--- src/rtl/muldiv_if.sv ---
// EX-stage handshake between the pipeline and the iterative RV32M multiply/divide unit.
// The pipeline side uses the master modport and the unit uses the slave modport.
interface muldiv_if #(
    parameter int XLEN = 32
);
    logic            start_i;
    logic [2:0]      funct3_i;
    logic [XLEN-1:0] rs1_data_i;
    logic [XLEN-1:0] rs2_data_i;
    logic            flush_i;
    logic            stall_o;
    logic            valid_o;
    logic [XLEN-1:0] result_o;

    modport master (
        output start_i, funct3_i, rs1_data_i, rs2_data_i, flush_i,
        input  stall_o, valid_o, result_o
    );

    modport slave (
        input  start_i, funct3_i, rs1_data_i, rs2_data_i, flush_i,
        output stall_o, valid_o, result_o
    );
endinterface

--- src/rtl/muldiv_ctrl.sv ---
// Iterative RV32M multiply/divide unit: 32 shift-add or restoring-divide steps on operand magnitudes.
// Optional macro MULDIV_EARLY_OUT_EN finishes zero-operand multiplies and zero-divisor divides in one cycle.
module muldiv_ctrl #(
    parameter int XLEN = 32
) (
    input  logic     clk_i,
    input  logic     rst_i,
    muldiv_if.slave  bus
);
    typedef enum logic [1:0] {IDLE, CALC, DONE} state_t;

    state_t          state_q, state_d;
    logic [2:0]      funct3_q;
    logic            neg_a_q, neg_b_q, div_zero_q;
    logic [5:0]      cnt_q;
    logic [XLEN-1:0] hi_q, lo_q, opb_q, result_q;

    logic            start_op, step, load_result, stall, valid;
    logic            signed_a, signed_b, neg_a, neg_b;
    logic [XLEN-1:0] abs_a, abs_b;

    // Operand sign flags: MULH, DIV and REM are fully signed; MULHSU signs only A.
    always_comb begin
        signed_a = (bus.funct3_i == 3'b001) || (bus.funct3_i == 3'b010) ||
                   (bus.funct3_i == 3'b100) || (bus.funct3_i == 3'b110);
        signed_b = (bus.funct3_i == 3'b001) || (bus.funct3_i == 3'b100) ||
                   (bus.funct3_i == 3'b110);
        neg_a    = signed_a && bus.rs1_data_i[XLEN-1];
        neg_b    = signed_b && bus.rs2_data_i[XLEN-1];
        abs_a    = neg_a ? -bus.rs1_data_i : bus.rs1_data_i;
        abs_b    = neg_b ? -bus.rs2_data_i : bus.rs2_data_i;
    end

`ifdef MULDIV_EARLY_OUT_EN
    logic            early_hit, load_early;
    logic [XLEN-1:0] early_result;

    always_comb begin
        early_result = '0;
        if (bus.funct3_i[2]) begin
            early_hit = (bus.rs2_data_i == '0);
            if (bus.funct3_i[1]) early_result = bus.rs1_data_i;
            else                 early_result = '1;
        end else begin
            early_hit = (bus.rs1_data_i == '0) || (bus.rs2_data_i == '0);
        end
    end
`endif

    // NOTE: every output of this block gets a default first, so no path leaves a latch behind.
    always_comb begin
        state_d     = state_q;
        start_op    = 1'b0;
        step        = 1'b0;
        load_result = 1'b0;
        stall       = 1'b0;
        valid       = 1'b0;
`ifdef MULDIV_EARLY_OUT_EN
        load_early  = 1'b0;
`endif
        unique case (state_q)
            IDLE: begin
                stall = bus.start_i;
                if (bus.start_i && !bus.flush_i) begin
                    start_op = 1'b1;
                    state_d  = CALC;
`ifdef MULDIV_EARLY_OUT_EN
                    if (early_hit) begin
                        load_early = 1'b1;
                        state_d    = DONE;
                    end
`endif
                end
            end
            CALC: begin
                stall = 1'b1;
                step  = 1'b1;
                if (bus.flush_i) begin
                    state_d = IDLE;
                end else if (cnt_q == 6'd31) begin
                    load_result = 1'b1;
                    state_d     = DONE;
                end
            end
            DONE: begin
                valid   = 1'b1;
                state_d = IDLE;
            end
            default: state_d = IDLE;
        endcase
    end

    logic [XLEN:0]     mul_sum;
    logic [XLEN:0]     div_shift;
    logic [XLEN-1:0]   div_diff;
    logic              div_ge;
    logic [XLEN-1:0]   iter_hi, iter_lo;

    // One iteration: hi:lo is the product accumulator or the remainder:quotient pair.
    always_comb begin
        mul_sum   = {1'b0, hi_q} + (lo_q[0] ? {1'b0, opb_q} : '0);
        div_shift = {hi_q, lo_q[XLEN-1]};
        div_ge    = div_shift[XLEN] || (div_shift[XLEN-1:0] >= opb_q);
        div_diff  = div_shift[XLEN-1:0] - opb_q;
        if (funct3_q[2]) begin
            iter_hi = div_ge ? div_diff : div_shift[XLEN-1:0];
            iter_lo = {lo_q[XLEN-2:0], div_ge};
        end else begin
            iter_hi = mul_sum[XLEN:1];
            iter_lo = {mul_sum[0], lo_q[XLEN-1:1]};
        end
    end

    logic [2*XLEN-1:0] prod;
    logic [XLEN-1:0]   quotient, remainder, result_calc;

    always_comb begin
        prod      = {iter_hi, iter_lo};
        quotient  = iter_lo;
        remainder = neg_a_q ? -iter_hi : iter_hi;
        if (neg_a_q ^ neg_b_q) begin
            prod = -{iter_hi, iter_lo};
            // A zero divisor keeps the all-ones quotient unsigned.
            if (!div_zero_q) quotient = -iter_lo;
        end
        case (funct3_q)
            3'b000:                 result_calc = prod[XLEN-1:0];
            3'b001, 3'b010, 3'b011: result_calc = prod[2*XLEN-1:XLEN];
            3'b100, 3'b101:         result_calc = quotient;
            default:                result_calc = remainder;
        endcase
    end

    // NOTE: state is updated with non-blocking assignments so all registers see pre-edge values.
    always_ff @(posedge clk_i) begin
        if (rst_i) begin
            state_q    <= IDLE;
            funct3_q   <= '0;
            neg_a_q    <= 1'b0;
            neg_b_q    <= 1'b0;
            div_zero_q <= 1'b0;
            cnt_q      <= '0;
            hi_q       <= '0;
            lo_q       <= '0;
            opb_q      <= '0;
            result_q   <= '0;
        end else begin
            state_q <= state_d;
            if (start_op) begin
                funct3_q   <= bus.funct3_i;
                neg_a_q    <= neg_a;
                neg_b_q    <= neg_b;
                div_zero_q <= (bus.rs2_data_i == '0);
                cnt_q      <= '0;
                hi_q       <= '0;
                lo_q       <= abs_a;
                opb_q      <= abs_b;
            end else if (step) begin
                cnt_q <= cnt_q + 6'd1;
                hi_q  <= iter_hi;
                lo_q  <= iter_lo;
            end
            if (load_result) result_q <= result_calc;
`ifdef MULDIV_EARLY_OUT_EN
            if (load_early) result_q <= early_result;
`endif
        end
    end

    assign bus.stall_o  = stall;
    assign bus.valid_o  = valid;
    assign bus.result_o = result_q;
endmodule

--- src/flat_wrapper.sv ---
// flat-port wrapper written by rule: the top's interface ports become plain ports
module muldiv_ctrl_flat 
#(
    parameter int XLEN = 32
)
  (clk_i, rst_i, bus_start_i, bus_funct3_i, bus_rs1_data_i, bus_rs2_data_i, bus_flush_i, bus_stall_o, bus_valid_o, bus_result_o);
  muldiv_if #(.XLEN(XLEN)) bus_i ();
  input  logic clk_i;
  input  logic rst_i;
  input wire logic [$bits(bus_i.start_i)-1:0] bus_start_i;
  input wire logic [$bits(bus_i.funct3_i)-1:0] bus_funct3_i;
  input wire logic [$bits(bus_i.rs1_data_i)-1:0] bus_rs1_data_i;
  input wire logic [$bits(bus_i.rs2_data_i)-1:0] bus_rs2_data_i;
  input wire logic [$bits(bus_i.flush_i)-1:0] bus_flush_i;
  output wire logic [$bits(bus_i.stall_o)-1:0] bus_stall_o;
  output wire logic [$bits(bus_i.valid_o)-1:0] bus_valid_o;
  output wire logic [$bits(bus_i.result_o)-1:0] bus_result_o;
  assign bus_i.start_i = bus_start_i;
  assign bus_i.funct3_i = bus_funct3_i;
  assign bus_i.rs1_data_i = bus_rs1_data_i;
  assign bus_i.rs2_data_i = bus_rs2_data_i;
  assign bus_i.flush_i = bus_flush_i;
  assign bus_stall_o = bus_i.stall_o;
  assign bus_valid_o = bus_i.valid_o;
  assign bus_result_o = bus_i.result_o;
  muldiv_ctrl #(.XLEN(XLEN)) u_core (.clk_i(clk_i), .rst_i(rst_i), .bus(bus_i));
endmodule
--- config.mk ---
export PLATFORM = sky130hd
export DESIGN_NAME = muldiv_ctrl_flat
export DESIGN_NICKNAME = d
export VERILOG_FILES = /design/src/rtl/muldiv_if.sv /design/src/rtl/muldiv_ctrl.sv /design/src/flat_wrapper.sv
export SDC_FILE = /design/constraint.sdc
export NUM_CORES = 1
export LEC_CHECK = 0
export ABC_CLOCK_PERIOD_IN_PS = 9500
export CORE_MARGIN = 2
export CORE_UTILIZATION = 44
export DETAILED_ROUTE_END_ITERATION = 8
export GPL_ROUTABILITY_DRIVEN = 1
export HOLD_SLACK_MARGIN = 0.12
export SLEW_MARGIN = 20
export SYNTH_ARGS = -nofsm -noshare
export SYNTH_HDL_FRONTEND = slang
export SYNTH_SLANG_ARGS = --single-unit
--- constraint.sdc ---
create_clock -name clk_i -period 9.5 [get_ports clk_i]
set_clock_uncertainty 0.05 [all_clocks]
set_input_delay 1.9 -clock clk_i [delete_from_list [all_inputs] [get_ports clk_i]]
set_output_delay 1.9 -clock clk_i [all_outputs]
set_load 0.01 [all_outputs]
==> Yosys cells after proc, flatten, opt, wreduce, memory -nomap -nowiden <==
Cells that the tools add are included.
{ "totals": {"regBits": 142, "out_inout_bits": 34, "elab_cells": 77} }
{ "op_classes": {"n_addsub": 8, "n_lt_le_gt_ge": 1, "n_eq_ne": 14, "mux": 25, "bitwise": 1, "n_reduce_logical": 18} }
{ "ops": {"columns": ["cell", "count"], "rows": [
  ["32-bit 2-to-1 mux", 11],
  ["32-bit negator", 4],
  ["32-bit case mux with 3 select lines", 1],
  ["64-bit 2-to-1 mux", 1],
  ["64-bit negator", 1],
  ["32-bit by 33-bit adder with 33-bit output", 1],
  ["32-bit >= comparator", 1],
  ["32-bit logical NOT", 1],
  ["32-bit subtractor", 1],
  ["3-bit == test, second input constant", 4],
  ["3-bit by 2-bit == test with 1-bit output, second input constant", 3],
  ["1-bit 2-to-1 mux", 7],
  ["6-bit by 1-bit adder with 6-bit output, second input constant", 1],
  ["3-bit by 1-bit == test with 1-bit output, second input constant", 2],
  ["6-bit by 5-bit == test with 1-bit output, second input constant", 1],
  ["1-bit logical OR", 6],
  ["2-bit 2-to-1 mux", 3],
  ["2-bit case mux with 2 select lines", 1],
  ["2-bit OR reduction", 2],
  ["1-bit logical AND", 3],
  ["3-bit logical NOT", 1],
  ["3-bit by 2-bit != test with 1-bit output, second input constant", 1],
  ["3-bit OR reduction", 1],
  ["2-bit by 1-bit == test with 1-bit output, second input constant", 1],
  ["other kinds (8)", 8]
]} }

==> Longest topological paths before layout <==
Gate-level depths: netlist (run 1).
{ "logic_depth": {"word_depth": 7, "mapped_depth": 22, "mapped_depth_nobuf": 21} }

==> Worst setup path after synthesis (run 1) <==
OpenSTA, ideal clock, no wires.
{ "synth_path": {"path_type": "input-to-reg", "startpoint": "in bus_rs2_data_i[14]", "endpoint": "reg u_core.opb_q[30]", "setup_ps": 86, "arrival_ps": 4499, "required_ps": 9364, "slack_ps": 4865, "cell_stages": 8, "cell_sequence": "or4_1 or4_1 or2_2 nand2b_1 or4_1 o41ai_1 xor2_1 a211oi_1"} }
{ "synth_between": {"elab_chain_cells": 2} }
{ "synth_lines": {"columns": ["element", "line", "rtl"], "rows": [
  ["start, declared", "flat_wrapper.sv:13", "input wire logic [$bits(bus_i.rs2_data_i)-1:0] bus_rs2_data_i;"],
  ["32-bit negator", "muldiv_ctrl.sv:31", "abs_b = neg_b ? -bus.rs2_data_i : bus.rs2_data_i;"],
  ["32-bit 2-to-1 mux", "muldiv_ctrl.sv:31", null],
  ["end signal, assigned", "muldiv_ctrl.sv:157", "opb_q <= abs_b;"],
  ["end, declared", "muldiv_ctrl.sv:16", "logic [XLEN-1:0] hi_q, lo_q, opb_q, result_q;"]
]} }
Every way passes these cells.
A chain may end at the register's enable or synchronous reset.

==> Worst setup path after layout (run 1) <==
{ "layout_path": {"startpoint": "reg u_core.opb_q[15]", "endpoint": "reg u_core.result_q[28], in the netlist u_core.bus.result_o[28]"} }
{ "layout_between": {"elab_chain_cells": 7} }
{ "layout_lines": {"columns": ["element", "line", "rtl"], "rows": [
  ["32-bit >= comparator", "muldiv_ctrl.sv:103", "div_ge = div_shift[XLEN] || (div_shift[XLEN-1:0] >= opb_q);"],
  ["1-bit logical OR", "muldiv_ctrl.sv:103", null],
  ["32-bit 2-to-1 mux, on equally long branches", "muldiv_ctrl.sv:106, muldiv_ctrl.sv:105", null],
  ["32-bit 2-to-1 mux / 32-bit negator (equally long branches)", "muldiv_ctrl.sv:105, muldiv_ctrl.sv:124", null],
  ["64-bit negator (tied with other cells)", "muldiv_ctrl.sv:122", "prod = -{iter_hi, iter_lo};"],
  ["64-bit 2-to-1 mux (tied with other cells)", "muldiv_ctrl.sv:121", "if (neg_a_q ^ neg_b_q) begin"],
  ["32-bit case mux with 3 select lines (*)", "muldiv_ctrl.sv:126", "case (funct3_q)"],
  ["end signal, assigned", "muldiv_ctrl.sv:163", "if (load_result) result_q <= result_calc;"],
  ["end, declared", "muldiv_ctrl.sv:16", null]
]} }
Every way passes the cells marked *; elsewhere a longest branch is shown, timed or not.

==> impl_metrics.yaml, run 1 <==
placed_design:
  gp_congestion: 0.973
  dp_hpwl_microns: 46000
  portBuffers: 104
critical_path:
  r2r-end: "u_core.bus.result_o[28]"
  start_kind: "flip-flop"
  reg2reg_depth: 18
  cp.arrival_ns: 6.26
  r2r_slack_ns: 3.54
  worstSetupEndpointType: "flip-flop"
  reg2reg_from: "u_core.opb_q[15]"
  path_max_fanout: 13
  path_class: "reg -> reg"
  crit_required_ns: 9.79
sta:
  fin_crit_sh_pct: 62.8
  final.min_clock_period_ns: 5.96
  drv_slew: 0
  worstMarginPinSlew_ns: 1.06
  relSlewSlack_pct: 29.2
  hold_viol: 0
  setup_viol: 0
  fmax_ghz: 0.168
  rsz0062_at_grt: "no"
  tns_ns: 0
drt:
  routed_wl_microns: 62000
  ant_nets: 0
  drc: 0
  detail_route.first_pass.iterations: 7
  routedWlPerCell_microns: 23.5
  vias_per_cell: 6.44
  vias: 16990
  drt_first_iter_violations: 1814
synth:
  syn-instance-count: 2178
  synth.area.top_cells: "dfxtp_1 18%, a21oi_1 6.6%, nor2_1 6.1%"
  ys_seq_area_share_pct: 18.2
  synth_edf_count: 0
  async_flop_share_pct: 0
  ys_types: 102
  yosys_most_used_dff: "dfxtp_1"
  avgSynthCellArea_sq_um: 7.17
  synth_top_area_share_pct: 18.2
  yosys.area.top_type: "dfxtp_1"
  synth_area_sq_um: 15600
  synth_seq_cells: 142
  syn-num-nets: 2320
  yosys_warnings: 0
  yosysMostFrequentCell: "nor2_1"
  ys_top_cells_by_count: "253 x nor2_1, 223 x nand2_1, 205 x a21oi_1"
grt:
  grt_max_degree: 115
  grt_pass1_wl_microns: 94600
  antenna_found_initial: 0
  grt.total_usage_pct: 33.4
  grt_pass1_vias: 15396
  overflow: 0
floorplan:
  die_y_microns: 192
  start_util_pct: 45.0
  rows: 68
  core-area_sq_um: 34700
  die_area_sq_um: 37000
  num_io_pins: 105
  die_x_microns: 192
clock_network:
  cts.reportedPaths.clkPinSlew_ns: 0.07
  cts_root_buffer: "clkbuf_16"
  cts_buffers: 17
  cts_tree: "yes"
  cts_resized: 0
  clk-insertion-delay-late_ns: 0.46
  cts_buffer_depth: 2
  cts_setup_buffers: 0
  cts_sinks: 142
  cts_hold_buf: 0
  cts_max_level: 4
pwr:
  p_per_area_nw_per_um2: 127
  p_leak_nw: 6.34
  ir_worst_vdd_mv: 0.151
worst_hold_path:
  hold_path_class: "reg -> reg"
  min-delay-start: "u_core.bus.result_o[6]"
  holdPathStages: 2
  whs_endpoint: "u_core.bus.result_o[6]"
job:
  drv_cap: 0
final_layout:
  final_nets: 2314
  drive_above_1_share_pct: 6.09
  num_antenna_cells: 0
  area_growth_pct: 11.2
  final_core_util_pct: 50.0
  n_fill_cell: 3549
status:
  run_status: "finished clean"
==> metal layers <==
metal | wire length (microns) | vias up | global-route usage, %
met5 | 0 | - | 0
met4 | 2090 | 0 | 12.3
met3 | 5980 | 129 | 7.53
met2 | 25200 | 818 | 47.5
met1 | 28700 | 8027 | 48.6
li1 | - | 8016 | -
==> cells in the final DEF, fill, tap and decap left out, types with 45 or more instances in the layout <==
master	netlist	layout
a211oi_1	94	94
nand2_1	223	223
o21ai_0	111	111
a21oi_1	205	205
nor2_1	253	252
xnor2_1	103	102
inv_1	64	64
clkdlybuf4s50_1	0	103
xor2_1	92	91
dfxtp_1	142	141
ha_1	69	69
mux2i_1	45	45
==> cells by family (layout without fill, tap and decap cells) <==
family / after synthesis / after routing / share of synthesized area (%)
adders and majority gates: 71 / 71 / 5.79
muxes: 50 / 50 / 3.25
DFF: 142 / 142 / 18.2
AOI/OAI and AO/OA: 716 / 716 / 31.1
and+or+nand+nor: 786 / 786 / 24.7
buffers and inverters: 218 / 224 / 6.03
xor gates and xnor gates: 195 / 195 / 10.9
==> worst max-delay path, stage by stage (launching register included) <==
cell      delay, ns
dfxtp_1        0.35
inv_1          0.05
ha_1           0.39
a21oi_2        0.26
o21ai_2        0.11
or3_4          0.41
o211ai_2       0.53
a41oi_1        0.43
inv_1          0.16
ha_1           0.24
o211ai_1       0.21
nor4_1         0.65
nand2_1        0.32
o21ai_0        0.27
xnor2_1        0.10
a221oi_1       0.69
o221ai_1       0.28
o31ai_1        0.27
nand2_1        0.08
==> power breakdown <==
| group | leakage (nW) | total [mW] | internal [mW] | switching (mW) |
|---|---|---|---|---|
| combinational | 4.89 | 0.832 | 0.285 | 0.547 |
| clock | 0.289 | 0.707 | 0.419 | 0.288 |
| sequential | 1.16 | 0.663 | 0.621 | 0.0426 |
| total | 6.34 | 2.20 | 1.32 | 0.878 |
==> worst max-delay path by stage <==
stage	startpoint	to	slack, ns	depth (start not counted)
finish	u_core.opb_q[15]	u_core.bus.result_o[28]	3.54	18
floorplan	bus_rs2_data_i[14]	u_core.opb_q[30]	4.87	8
global placement	u_core.opb_q[15]	u_core.bus.result_o[20]	3.64	18
global route	u_core.opb_q[23]	u_core.bus.result_o[20]	3.07	18
detailed placement	u_core.opb_q[15]	u_core.bus.result_o[20]	3.39	18
CTS	u_core.opb_q[15]	u_core.bus.result_o[20]	3.32	18
==> registers in the layout, indices dropped and copies added, names as in the netlist <==
name / cells
u_core.neg_b_q: 1
u_core.hi_q: 32
u_core.funct3_q: 3
u_core.opb_q: 32
u_core.neg_a_q: 1
u_core.lo_q: 32
u_core.div_zero_q: 1
u_core.cnt_q: 6
u_core.bus.result_o: 32
u_core.state_q: 2
==> final cells by class <==
class	count	area (sq um)	share of cell area (%)
Clock buffer	25	505	2.91
Clock inverter	6	82.6	0.476
Inverter	64	240	1.38
Multi-Input combinational cell	1818	11900	68.4
Sequential cell	142	2850	16.4
Tap cell	455	569	3.28
Timing Repair Buffer	129	1240	7.12
==> metrics by stage <==
stage	cells	worst slack, ns	hold WS [ns]	area [sq um]	power [mW]
finish	2639	3.54	0.387	17400	2.20
global route	2639	3.07	0.406	17400	2.29
CTS	2639	3.32	0.390	17300	2.18
detailed placement	2608	3.39	0.382	16800	1.48
global placement	2608	3.64	0.378	16800	1.47
floorplan	2178	4.87	0.390	15600	1.24
Note: power is estimated with default switching activity, not from simulation.
==> run 2, diff against run 1 <==
--- a/config.mk
+++ b/config.mk
@@ -5,7 +5,7 @@
 export SDC_FILE = /design/constraint.sdc
 export NUM_CORES = 1
 export LEC_CHECK = 0
-export ABC_CLOCK_PERIOD_IN_PS = 9500
+export ABC_CLOCK_PERIOD_IN_PS = 5470
 export CORE_MARGIN = 2
 export CORE_UTILIZATION = 44
 export DETAILED_ROUTE_END_ITERATION = 8
==> constraint.sdc (replaced) <==
create_clock -name clk_i -period 5.47 [get_ports clk_i]
set_clock_uncertainty 0.05 [all_clocks]
set_input_delay 1.094 -clock clk_i [delete_from_list [all_inputs] [get_ports clk_i]]
set_output_delay 1.094 -clock clk_i [all_outputs]
set_load 0.01 [all_outputs]
==> impl_metrics.yaml, run 2 (synthesis results as in run 1) <==
clock_network:
  clk-insertion-delay-late_ns: 0.46
  cts_buffers: 17
  cts_sinks: 142
  cts_root_buffer: "clkbuf_16"
  cts_max_level: 4
  cts.reportedPaths.clkPinSlew_ns: 0.06
  cts_setup_buffers: 0
  cts_resized: 0
  cts_buffer_depth: 2
  cts_hold_buf: 0
  cts_tree: "yes"
critical_path:
  cpMostUsedCell: "a21oi_1"
  reg2reg_from: "u_core.lo_q[31]"
  start_kind: "flip-flop"
  crit_required_ns: 5.77
  reg2reg_depth: 16
  r2r_slack_ns: 0.35
  path_class: "reg -> reg"
  worstSetupEndpointType: "flip-flop"
  cp.arrival_ns: 5.43
  cpPeakStageDelay_ns: 0.60
  path_max_fanout: 15
  crit_path_cell_trace: "inv_1 > ha_1 > fa_1 > nand2b_1 > a21o_1 > a21oi_1 > o211a_4 > nor3_4 > buf_4 > a221o_1 > a211oi_2 > nand4_4 > nor4_4 > a21oi_1 > xor2_1 > a2111oi_2"
  r2r-end: "u_core.bus.result_o[23]"
  cp_slowest_cell: "a211oi_2"
floorplan:
  core-area_sq_um: 34700
  num_io_pins: 105
  start_util_pct: 45.0
  die_area_sq_um: 37000
  rows: 68
  die_x_microns: 192
  die_y_microns: 192
final_layout:
  layoutNonFillerInstCount: 2719
  num_antenna_cells: 0
  final_nets: 2393
  drive_above_1_share_pct: 9.41
  n_fill_cell: 3597
  layout_common_cells: "252 x nor2_1, 223 x nand2_1, 205 x a21oi_1"
  mostFrequentLayoutCell: "nor2_1"
  area_growth_pct: 14.9
placed_design:
  pre_cts_ws_ns: 0.468
  portBuffers: 104
  gp_congestion: 1.04
  placedCellCount: 2687
  dp_hpwl_microns: 47900
pwr:
  p_per_area_nw_per_um2: 216
  p_leak_nw: 6.72
  ir_worst_vdd_mv: 0.209
sta:
  tns_ns: 0
  rsz0062_at_grt: "no"
  fin_crit_sh_pct: 93.6
  drv_slew: 0
  relSlewSlack_pct: 31.7
  hold_viol: 0
  setup_viol: 0
  worstMarginPinSlew_ns: 1.02
  postLayoutSetupSlackWorst_ns: 0.349
  fmax_ghz: 0.195
  final.min_clock_period_ns: 5.12
worst_hold_path:
  holdPathStages: 2
  whs_endpoint: "u_core.bus.result_o[8]"
  min-delay-start: "u_core.bus.result_o[8]"
  hold_path_class: "reg -> reg"
grt:
  grt.total_usage_pct: 33.8
  use_met2_pct: 48.4
  overflow: 0
  grt_most_used_layer: "met1"
  grt_use_met1_pct: 49.5
  antenna_found_initial: 1
  grt_max_degree: 65
  grt_pass1_vias: 15793
  grt_use_met3_pct: 6.69
  grt_pass1_wl_microns: 95300
job:
  drv_cap: 0
drt:
  vias_per_cell: 6.38
  routed_wl_microns: 62400
  vias: 17351
  routedWlPerCell_microns: 23.0
  ant_nets: 0
  drt_first_iter_violations: 2012
  detail_route.first_pass.iterations: 6
  drc: 0
status:
  run_status: "finished clean"
## run 2: changes by cell type in the layout (fill, tap and decap cells not counted), sizes merged
cell / change
buf: +79
clkbuf: -4
clkinv: +4
inv: +1
## run 2: how the worst max path moves through the flow
stage | startpoint | endpoint | slack (ns) | cells after the start
after floorplan | u_core.opb_q[15] | u_core.bus.result_o[20] | 0.85 | 18
after global placement | bus_rs2_data_i[0] | u_core.opb_q[30] | 0.42 | 12
after detailed placement | u_core.lo_q[31] | u_core.bus.result_o[23] | 0.47 | 16
after CTS | u_core.opb_q[15] | u_core.bus.result_o[20] | 0.43 | 17
after global routing | u_core.lo_q[31] | u_core.bus.result_o[26] | 0.0003 | 20
final | u_core.lo_q[31] | u_core.bus.result_o[23] | 0.35 | 16
## run 2: routing by layer
metal / part of all wire, % / up-vias
met5: 0 / -
met4: 3.6 / 0
li1: - / 8153
met3: 9.5 / 134
met1: 46 / 8195
met2: 40 / 869
## run 2: critical path: cells and delay by family, from the launching register on
family | cells | cell delay (ns)
simple gates | 4 | 0.96
flops | 1 | 0.38
fa+ha+maj | 2 | 0.63
compound gates | 7 | 2.54
buf+inv | 2 | 0.27
xor+xnor | 1 | 0.18
## run 2: cell type report
class                           count  area (sq um)  area share, %
Sequential cell                   142          2850           15.9
Clock buffer                       21           460           2.57
Tap cell                          455           569           3.18
Clock inverter                     11           115          0.642
Inverter                           64           240           1.34
Multi-Input combinational cell   1818         11900           66.2
Timing Repair Buffer              208          1830           10.2
## run 2: power by group
group	switching, mW	total [mW]	leakage [nW]	internal [mW]
clock network	0.503	1.19	0.287	0.692
registers	0.0763	1.15	1.16	1.08
logic	0.961	1.53	5.28	0.569
total	1.54	3.88	6.72	2.34
## run 2: metrics by stage
step / hold WS [ns] / instance area [sq um] / util, % / power (mW)
5_1_grt: 0.419 / 17900 / 51.7 / 4.05
3_3_place_gp: 0.377 / 17400 / 50.0 / 2.65
6_report: 0.390 / 17900 / 51.7 / 3.88
2_1_floorplan: 0.390 / 15600 / - / 2.15
4_1_cts: 0.395 / 17900 / 51.7 / 3.84
3_5_place_dp: 0.387 / 17400 / 50.0 / 2.66
